**src/rtl/uart_pkg.sv**
```systemverilog
// Shared definitions for the UART receive path: FSM states, default rates
// and mid-bit sample points.
package uart_pkg;
  typedef enum logic [1:0] {IDLE, START, DATA, STOP} rx_state_e;

  localparam int unsigned DEF_CLK_FREQ   = 25_000_000;
  localparam int unsigned DEF_BAUD_RATE  = 115_200;
  localparam int unsigned DEF_OVERSAMPLE = 16;

  // Tick counts at which the line is sampled (mid start bit / mid data bit)
  localparam logic [3:0] MID_START = 4'd7;
  localparam logic [3:0] MID_BIT   = 4'd15;
endpackage

```
**src/rtl/uart_baud_gen.sv**
```systemverilog
// Fractional baud-tick generator: 32-bit phase accumulator, one-cycle strobe
// at BAUD_RATE*OVERSAMPLE on average.
module uart_baud_gen
  import uart_pkg::*;
#(
  parameter int unsigned CLK_FREQ   = DEF_CLK_FREQ,
  parameter int unsigned BAUD_RATE  = DEF_BAUD_RATE,
  parameter int unsigned OVERSAMPLE = DEF_OVERSAMPLE
) (
  input  logic sys_clk,
  input  logic reset,
  output logic baud_tick
);
  localparam logic [31:0] INC = 32'(BAUD_RATE * OVERSAMPLE);
  localparam logic [31:0] LIM = 32'(CLK_FREQ);

  logic [31:0] acc, sum;
  assign sum = acc + INC;

  always_ff @(posedge sys_clk or posedge reset) begin
    if (reset) begin
      acc       <= '0;
      baud_tick <= 1'b0;
    end else if (sum >= LIM) begin
      acc       <= sum - LIM;
      baud_tick <= 1'b1;
    end else begin
      acc       <= sum;
      baud_tick <= 1'b0;
    end
  end
endmodule

```
**src/rtl/uart_rx_sampler.sv**
```systemverilog
// UART 8N1 receive front end: baud ticks, 2-FF input synchronizer and a
// 16x oversampling FSM producing bytes and a per-bit serial stream.
module uart_rx_sampler
  import uart_pkg::*;
#(
  parameter int unsigned CLK_FREQ   = DEF_CLK_FREQ,
  parameter int unsigned BAUD_RATE  = DEF_BAUD_RATE,
  parameter int unsigned OVERSAMPLE = DEF_OVERSAMPLE
) (
  input  logic       sys_clk,
  input  logic       reset,
  input  logic       rx_in,
  output logic       baud_tick,
  output logic [7:0] data_out,
  output logic       data_valid,
  output logic       serial_out,
  output logic       serial_valid
);
  uart_baud_gen #(
    .CLK_FREQ   (CLK_FREQ),
    .BAUD_RATE  (BAUD_RATE),
    .OVERSAMPLE (OVERSAMPLE)
  ) u_baud (
    .sys_clk   (sys_clk),
    .reset     (reset),
    .baud_tick (baud_tick)
  );

  logic rx_meta, rx_s;
  always_ff @(posedge sys_clk or posedge reset) begin
    if (reset) begin
      rx_meta <= 1'b1;
      rx_s    <= 1'b1;
    end else begin
      rx_meta <= rx_in;
      rx_s    <= rx_meta;
    end
  end

  rx_state_e  state, state_n;
  logic [3:0] cnt, cnt_n;
  logic [2:0] idx, idx_n;
  logic [7:0] sh, sh_n, data_n;
  logic       armed, armed_n, sout_n, sv_n, dv_n;

  // After a framing error the line may still be low; armed blocks a false
  // start until it has been seen high again.
  always_comb begin
    state_n = state;
    cnt_n   = cnt;
    idx_n   = idx;
    sh_n    = sh;
    armed_n = armed;
    data_n  = data_out;
    sout_n  = serial_out;
    sv_n    = 1'b0;
    dv_n    = 1'b0;
    if (baud_tick) begin
      case (state)
        IDLE: begin
          if (!armed) armed_n = rx_s;
          else if (!rx_s) begin
            state_n = START;
            cnt_n   = '0;
          end
        end
        START: begin
          if (cnt == MID_START) begin
            if (!rx_s) begin
              state_n = DATA;
              cnt_n   = '0;
              idx_n   = '0;
            end else begin
              state_n = IDLE;
            end
          end else begin
            cnt_n = 4'(cnt + 4'd1);
          end
        end
        DATA: begin
          cnt_n = 4'(cnt + 4'd1);
          if (cnt == MID_BIT) begin
            sh_n   = {rx_s, sh[7:1]};
            sout_n = rx_s;
            sv_n   = 1'b1;
            if (idx == 3'd7) state_n = STOP;
            else             idx_n   = 3'(idx + 3'd1);
          end
        end
        STOP: begin
          cnt_n = 4'(cnt + 4'd1);
          if (cnt == MID_BIT) begin
            state_n = IDLE;
            if (rx_s) begin
              data_n = sh;
              dv_n   = 1'b1;
            end else begin
              armed_n = 1'b0;
            end
          end
        end
        default: state_n = IDLE;
      endcase
    end
  end

  always_ff @(posedge sys_clk or posedge reset) begin
    if (reset) begin
      state        <= IDLE;
      cnt          <= '0;
      idx          <= '0;
      sh           <= '0;
      armed        <= 1'b1;
      data_out     <= '0;
      data_valid   <= 1'b0;
      serial_out   <= 1'b0;
      serial_valid <= 1'b0;
    end else begin
      state        <= state_n;
      cnt          <= cnt_n;
      idx          <= idx_n;
      sh           <= sh_n;
      armed        <= armed_n;
      data_out     <= data_n;
      data_valid   <= dv_n;
      serial_out   <= sout_n;
      serial_valid <= sv_n;
    end
  end
endmodule

```
**config.mk**
```make
export PLATFORM = sky130hd
export DESIGN_NAME = uart_rx_sampler
export DESIGN_NICKNAME = d
export VERILOG_FILES = /design/src/rtl/uart_pkg.sv /design/src/rtl/uart_baud_gen.sv /design/src/rtl/uart_rx_sampler.sv
export SDC_FILE = /design/constraint.sdc
export NUM_CORES = 1
export LEC_CHECK = 0
export ABC_AREA = 0
export CAP_MARGIN = 20
export CORE_UTILIZATION = 30
export DETAILED_ROUTE_END_ITERATION = 8
export GPL_ROUTABILITY_DRIVEN = 0
export PLACE_DENSITY = 0.47
export SLEW_MARGIN = 20
export SYNTH_ARGS = -nofsm -noshare
export SYNTH_HDL_FRONTEND = slang
export SYNTH_SLANG_ARGS = --single-unit
export TNS_END_PERCENT = 30
```
**constraint.sdc**
```tcl
create_clock -name sys_clk -period 4.1 [get_ports sys_clk]
set_clock_uncertainty 0.15 [all_clocks]
set_input_delay 0.615 -clock sys_clk [delete_from_list [all_inputs] [get_ports sys_clk]]
set_output_delay 0.615 -clock sys_clk [all_outputs]
set_load 0.1 [all_outputs]
```
Yosys cells after proc, flatten, opt, wreduce, memory -nomap -nowiden:

Index checks and enable logic that the tools add are counted.

* register bits: 64
* latch bits: 0
* bits in writable memories: 0
* ROM bits: 0
* output and inout port bits: 12
* logic and storage cells: 73
* memories kept: 0

* add/subtract/negate cells: 4
* $mul: 0
* divide/modulo/power cells: 0
* magnitude comparators: 1
* equal/unequal tests: 15
* shifts and indexed selects: 0
* mux-type cells: 30
* bitwise logic cells: 0
* reductions and logical operators: 10

Operator list (count)
* 32-bit by 21-bit adder with 32-bit output, second input constant: 1
* 32-bit by 25-bit >= comparator with 1-bit output, second input constant: 1
* 32-bit 2-to-1 mux: 1
* 32-bit by 25-bit subtractor with 32-bit output, second input constant: 1
* 2-bit != test, second input constant: 9
* 2-bit 2-to-1 mux: 7
* 3-bit 2-to-1 mux: 4
* 4-bit 2-to-1 mux: 3
* 4-bit case mux with 3 select lines: 1
* 1-bit 2-to-1 mux: 11
* 2-bit case mux with 4 select lines: 1
* 4-bit AND reduction: 2
* 7-bit AND reduction: 1
* 3-bit case mux with 2 select lines: 1
* 6-bit AND reduction: 1
* 4-bit by 1-bit adder with 4-bit output, second input constant: 1
* 2-bit equality test, second input constant: 2
* 4-bit by 3-bit equality test with 1-bit output, second input constant: 1
* 4-bit equality test, second input constant: 1
* 2-bit nonzero test: 2
* 3-bit by 1-bit adder with 3-bit output, second input constant: 1
* 3-bit equality test, second input constant: 1
* 3-bit AND reduction: 1
* 2-bit by 1-bit equality test with 1-bit output, second input constant: 1
* 4 further kinds: 4

Depth between registers and ports, before layout:

* depth after elaboration: 4
* depth in mapped cells: 13

Cells and area by module:

A second synthesis with hierarchy kept.

* cell total of the unflattened synthesis: 345
* area, all modules: 3624.7 µm²

Modules (own cells, without submodules)
* uart_baud_gen: times used 1, cells each 243, area an instance 2172.1 µm², seq. area each 675.6 µm²
* uart_rx_sampler: times used 1, cells each 102, area an instance 1452.6 µm², seq. area each 754.5 µm²

Worst setup path before layout:

No wires, ideal clock.

* kind: register -> register
* start point: register u_baud.acc[13]
* end point: register u_baud.acc[29]
* library setup time: 128 ps
* arrival: 2862 ps
* data required time: 3822 ps
* path slack: 959 ps
* cell stages (with the launch flop): 11
* period minus slack after synthesis: 3141 ps
* path through: dfrtp_1 > inv_1 > ha_1 > and4bb_2 > a21oi_1 > o21ai_0 > a21oi_1 > o221ai_4 > o221ai_2 > or4_1 > xor2_1

* word-level cells in the longest chain between the ends: 3

Ends and longest elaborated chain
* from (decl): RTL line uart_baud_gen.sv:17 `logic [31:0] acc, sum;`
* from (signal assigned): RTL line uart_baud_gen.sv:25 `acc <= sum - LIM;`
* from (signal assigned): RTL line uart_baud_gen.sv:28 `acc <= sum;`
* 32-bit by 21-bit adder with 32-bit output *: RTL line uart_baud_gen.sv:18 `assign sum = acc + INC;`
* 32-bit by 25-bit subtractor with 32-bit output / 32-bit by 25-bit >= comparator with 1-bit output (equally long branches): RTL line uart_baud_gen.sv:25, uart_baud_gen.sv:24
* 32-bit 2-to-1 mux *: RTL line uart_baud_gen.sv:24 `end else if (sum >= LIM) begin`

Every way passes the cells marked *; elsewhere a longest branch is shown, timed or not.
A chain may end at the register's enable or synchronous reset.

Worst setup path after layout:

* start point: register u_baud.acc[13]
* end point: register u_baud.acc[31]

Same word-level chain as after synthesis.

==> summary.md <==
| Metric | Value |
|---|---|
| CP max FO | 23 |
| Seq cells post-synth | 57 |
| # Post-CTS Setup Buffers | 0 |
| Asr flop ratio synth | 1.00 |
| Dpl hpwl | 5.07 mm |
| Fraction of layout cells with a size suffix above 1 | 0.153 |
| Critical path type | register to register |
| CTS tree | built |
| CTS clk-pin slew, worst paths | 0.06 ns |
| Vias after detailed routing | about 2,500 |
| Area grow syn2layout | 11.6% |
| DRC viols | 0 |
| DP Area | 0.00357 sq mm |
| Max-cap violations | 0 |
| Clk Latency, worst-skew pair | 0.34 ns |
| Synthesis Warnings | 0 |
| Hold Vio Cnt, Final | 0 |
| Wirelength, routed | 7.21 mm |
| Synth top area share | 0.404 |
| Number of flops mapped to enable cells by yosys | 0 |
| Final Cycle Share | 0.829 |
| Syn_area_per_cell | 9.95 sq um |
| Relative slew slack | 0.356 |
| Place WS | 0.740 ns |
| Detailed Route Iter0 Violations | 144 |
| CP arrival | 3.46 ns |
| Synthesized area | 0.00334 sq mm |
| Total Die Area | 0.0116 sq mm |
| Initial core utilization | 0.309 |
| TritonCTS buffer count | 9 |
| PortBufs | 14 |
| Gates resized, CTS repair | 0 |
| Final instance area | ~0.0037 sq mm |
| Mapped Cells | 336 |
| Slew @ Worst Pin | 0.963 ns |
| RSZ-0062 raised after global routing | no |
| Period minus WS final | 3.40 ns |
| Antenna-violating nets left | 0 |
| R2r setup slk | 0.70 ns |
| Root buffer cell | clkbuf_8 |
| Setup TNS | 0 ns |
| Clock Sinks | 57 |
| Reg-to-reg endpoint | u_baud.acc[31] |
| Worst R2R Path Depth | 10 |
| Setup crit start | u_baud.acc[13] |
| Pre-antenna DRT Iters | 4 |
| H-tree depth | 3 |
| Main synth FF type | dfrtp_1 |
| WL/cell | 14.6 microns |
| Setup crit start kind | register |
| Pleak | approximately 1.5 nW |
| Worst hold path cell count | 0 |
| Vias in the first global route | 2,445 |
| Status | complete, no violations |
| Fin nets | 360 |
| I/O pin total | 15 |
| Core area | 0.0108 sq mm |
| Most common cell after layout, fill and taps aside | dfrtp_1 |
| F_max | 0.294 GHz |
| Hold_sp | rx_meta |
| Layout Cells excl Fill | 494 |
| Post-Place Cells | 479 |
| Largest net degree at the start of global routing | 41 |
| Post-synthesis sequential area ratio | 0.428 |
| Worst hold path endpoint | rx_s |
| Vias/cell | 5.05 |
| Longest Clk Path Bufs | 2 |
| Cell taking the most area after synthesis | dfrtp_1 |
| Synth top area cells | dfrtp_1 (40%), xnor2_1 (7.1%), nand2_1 (5.6%) |
| Die height | 108 microns |
| CP endpoint kind | register |
| Synth Net Count | about 350 |
| DIE WIDTH | 108 microns |
| Peak supply drop | 0.000117 V |
| Total grt overflow | 0 |
| Most frequent cells in the layout | dfrtp_1 (54), nand2_1 (50), xnor2_1 (27), nor2_1 (19) |
| Worst Hold Class | register to register |
| PD cells | between 200 and 300 mW/mm^2 |
| Power, Total | 1.03 mW |
| Std cell rows | 38 |
| Yosys cell types | slightly below 70 |
| Worst r2r src | u_baud.acc[13] |
| Total global-route track usage | 0.136 |
| Hold-fix buffers, CTS | 0 |
| Worst setup margin | 0.702 ns |
| First-pass GRT wire length | 12.2 mm |
| Initial antenna violation count | 0 |
| Final Max Slew Viols | 0 |
| CP Data Required Time | 4.16 ns |
| # setup viols final | 0 |
| FILL cells | 1,111 |
| Ant. Diodes | 0 |
kinds of logic after synthesis:
| kind of cell | Yosys count | synth area share |
|---|---|---|
| xor gates and xnor gates | 42 | 0.110 |
| adders and majority gates | 7 | 0.0262 |
| DFF | 57 | 0.428 |
| AOI/OAI and AO/OA | 62 | 0.141 |
| buffers and inverters | 26 | 0.0490 |
| muxes | 12 | 0.0393 |
| and+or+nand+nor | 130 | 0.207 |
flip-flops by register name, indices dropped and copies added, names as in the netlist, 3 cells and up, named ones only:
signal,count
u_baud.acc,26
idx,3
sh,8
cnt,4
data_out,8
through the flow:
stage / util / hold slack [ns]
6_report: 0.344 / 0.201
5_1_grt: 0.344 / 0.207
4_1_cts: 0.344 / 0.203
3_5_place_dp: 0.329 / 0.197
3_3_place_gp: 0.329 / 0.197
2_1_floorplan: - / 0.195
worst max-delay path, cell delays in order (launching register included):
cell	delay, ns
dfrtp_1	0.48
ha_1	0.39
nand4_4	0.19
a21oi_1	0.29
xor2_1	0.41
a21oi_1	0.21
o221ai_4	0.33
nor2_4	0.08
inv_2	0.31
o2111ai_1	0.21
xor2_1	0.21
worst max path at each step:
stage | to | slack [ns] | depth (start not counted)
3_5_place_dp | u_baud.acc[31] | 0.74 | 10
5_1_grt | u_baud.acc[30] | 0.39 | 10
2_1_floorplan | u_baud.acc[29] | 0.96 | 10
6_report | u_baud.acc[31] | 0.70 | 10
4_1_cts | u_baud.acc[31] | 0.72 | 10
3_3_place_gp | u_baud.acc[22] | 0.85 | 9
power breakdown:
| group | total [mW] | internal (mW) | switching, mW |
|---|---|---|---|
| registers | 0.569 | 0.565 | 0.00335 |
| logic | 0.0187 | 0.00451 | 0.0142 |
| clock network | 0.444 | 0.212 | 0.233 |
cell type report:
type                    instances  area [sq um]  share of cell area
multi-input cells             253          1750               0.469
clock buffers                   9           124              0.0332
well taps                     140           175              0.0469
flip-flops and latches         57          1430               0.383
inverters                      10          37.5              0.0101
clock inverters                 6          36.3             0.00973
repair buffers                 19           178              0.0476
Yosys cell counts (4+ instances only):
cell type / number
o21ai_0: 10
nand2_1: 50
nor3_1: 7
a21oi_1: 13
and3_1: 4
nand4_1: 6
nand3_1: 15
xor2_1: 15
ha_1: 7
xnor2_1: 27
and3_2: 4
inv_1: 8
dfrtp_1: 54
clkbuf_8: 4
clkbuf_1: 5
o2111ai_1: 7
nor2_1: 19
mux2_2: 9
metal layers:
metal	track usage	vias to the layer above	routed length (microns)
met1	0.181	1222	3520
met2	0.213	41	3350
met3	0.0321	8	254
met5	0	-	0
li1	-	1225	-
met4	0.0509	0	82
Power figures use the tool's default switching activity.
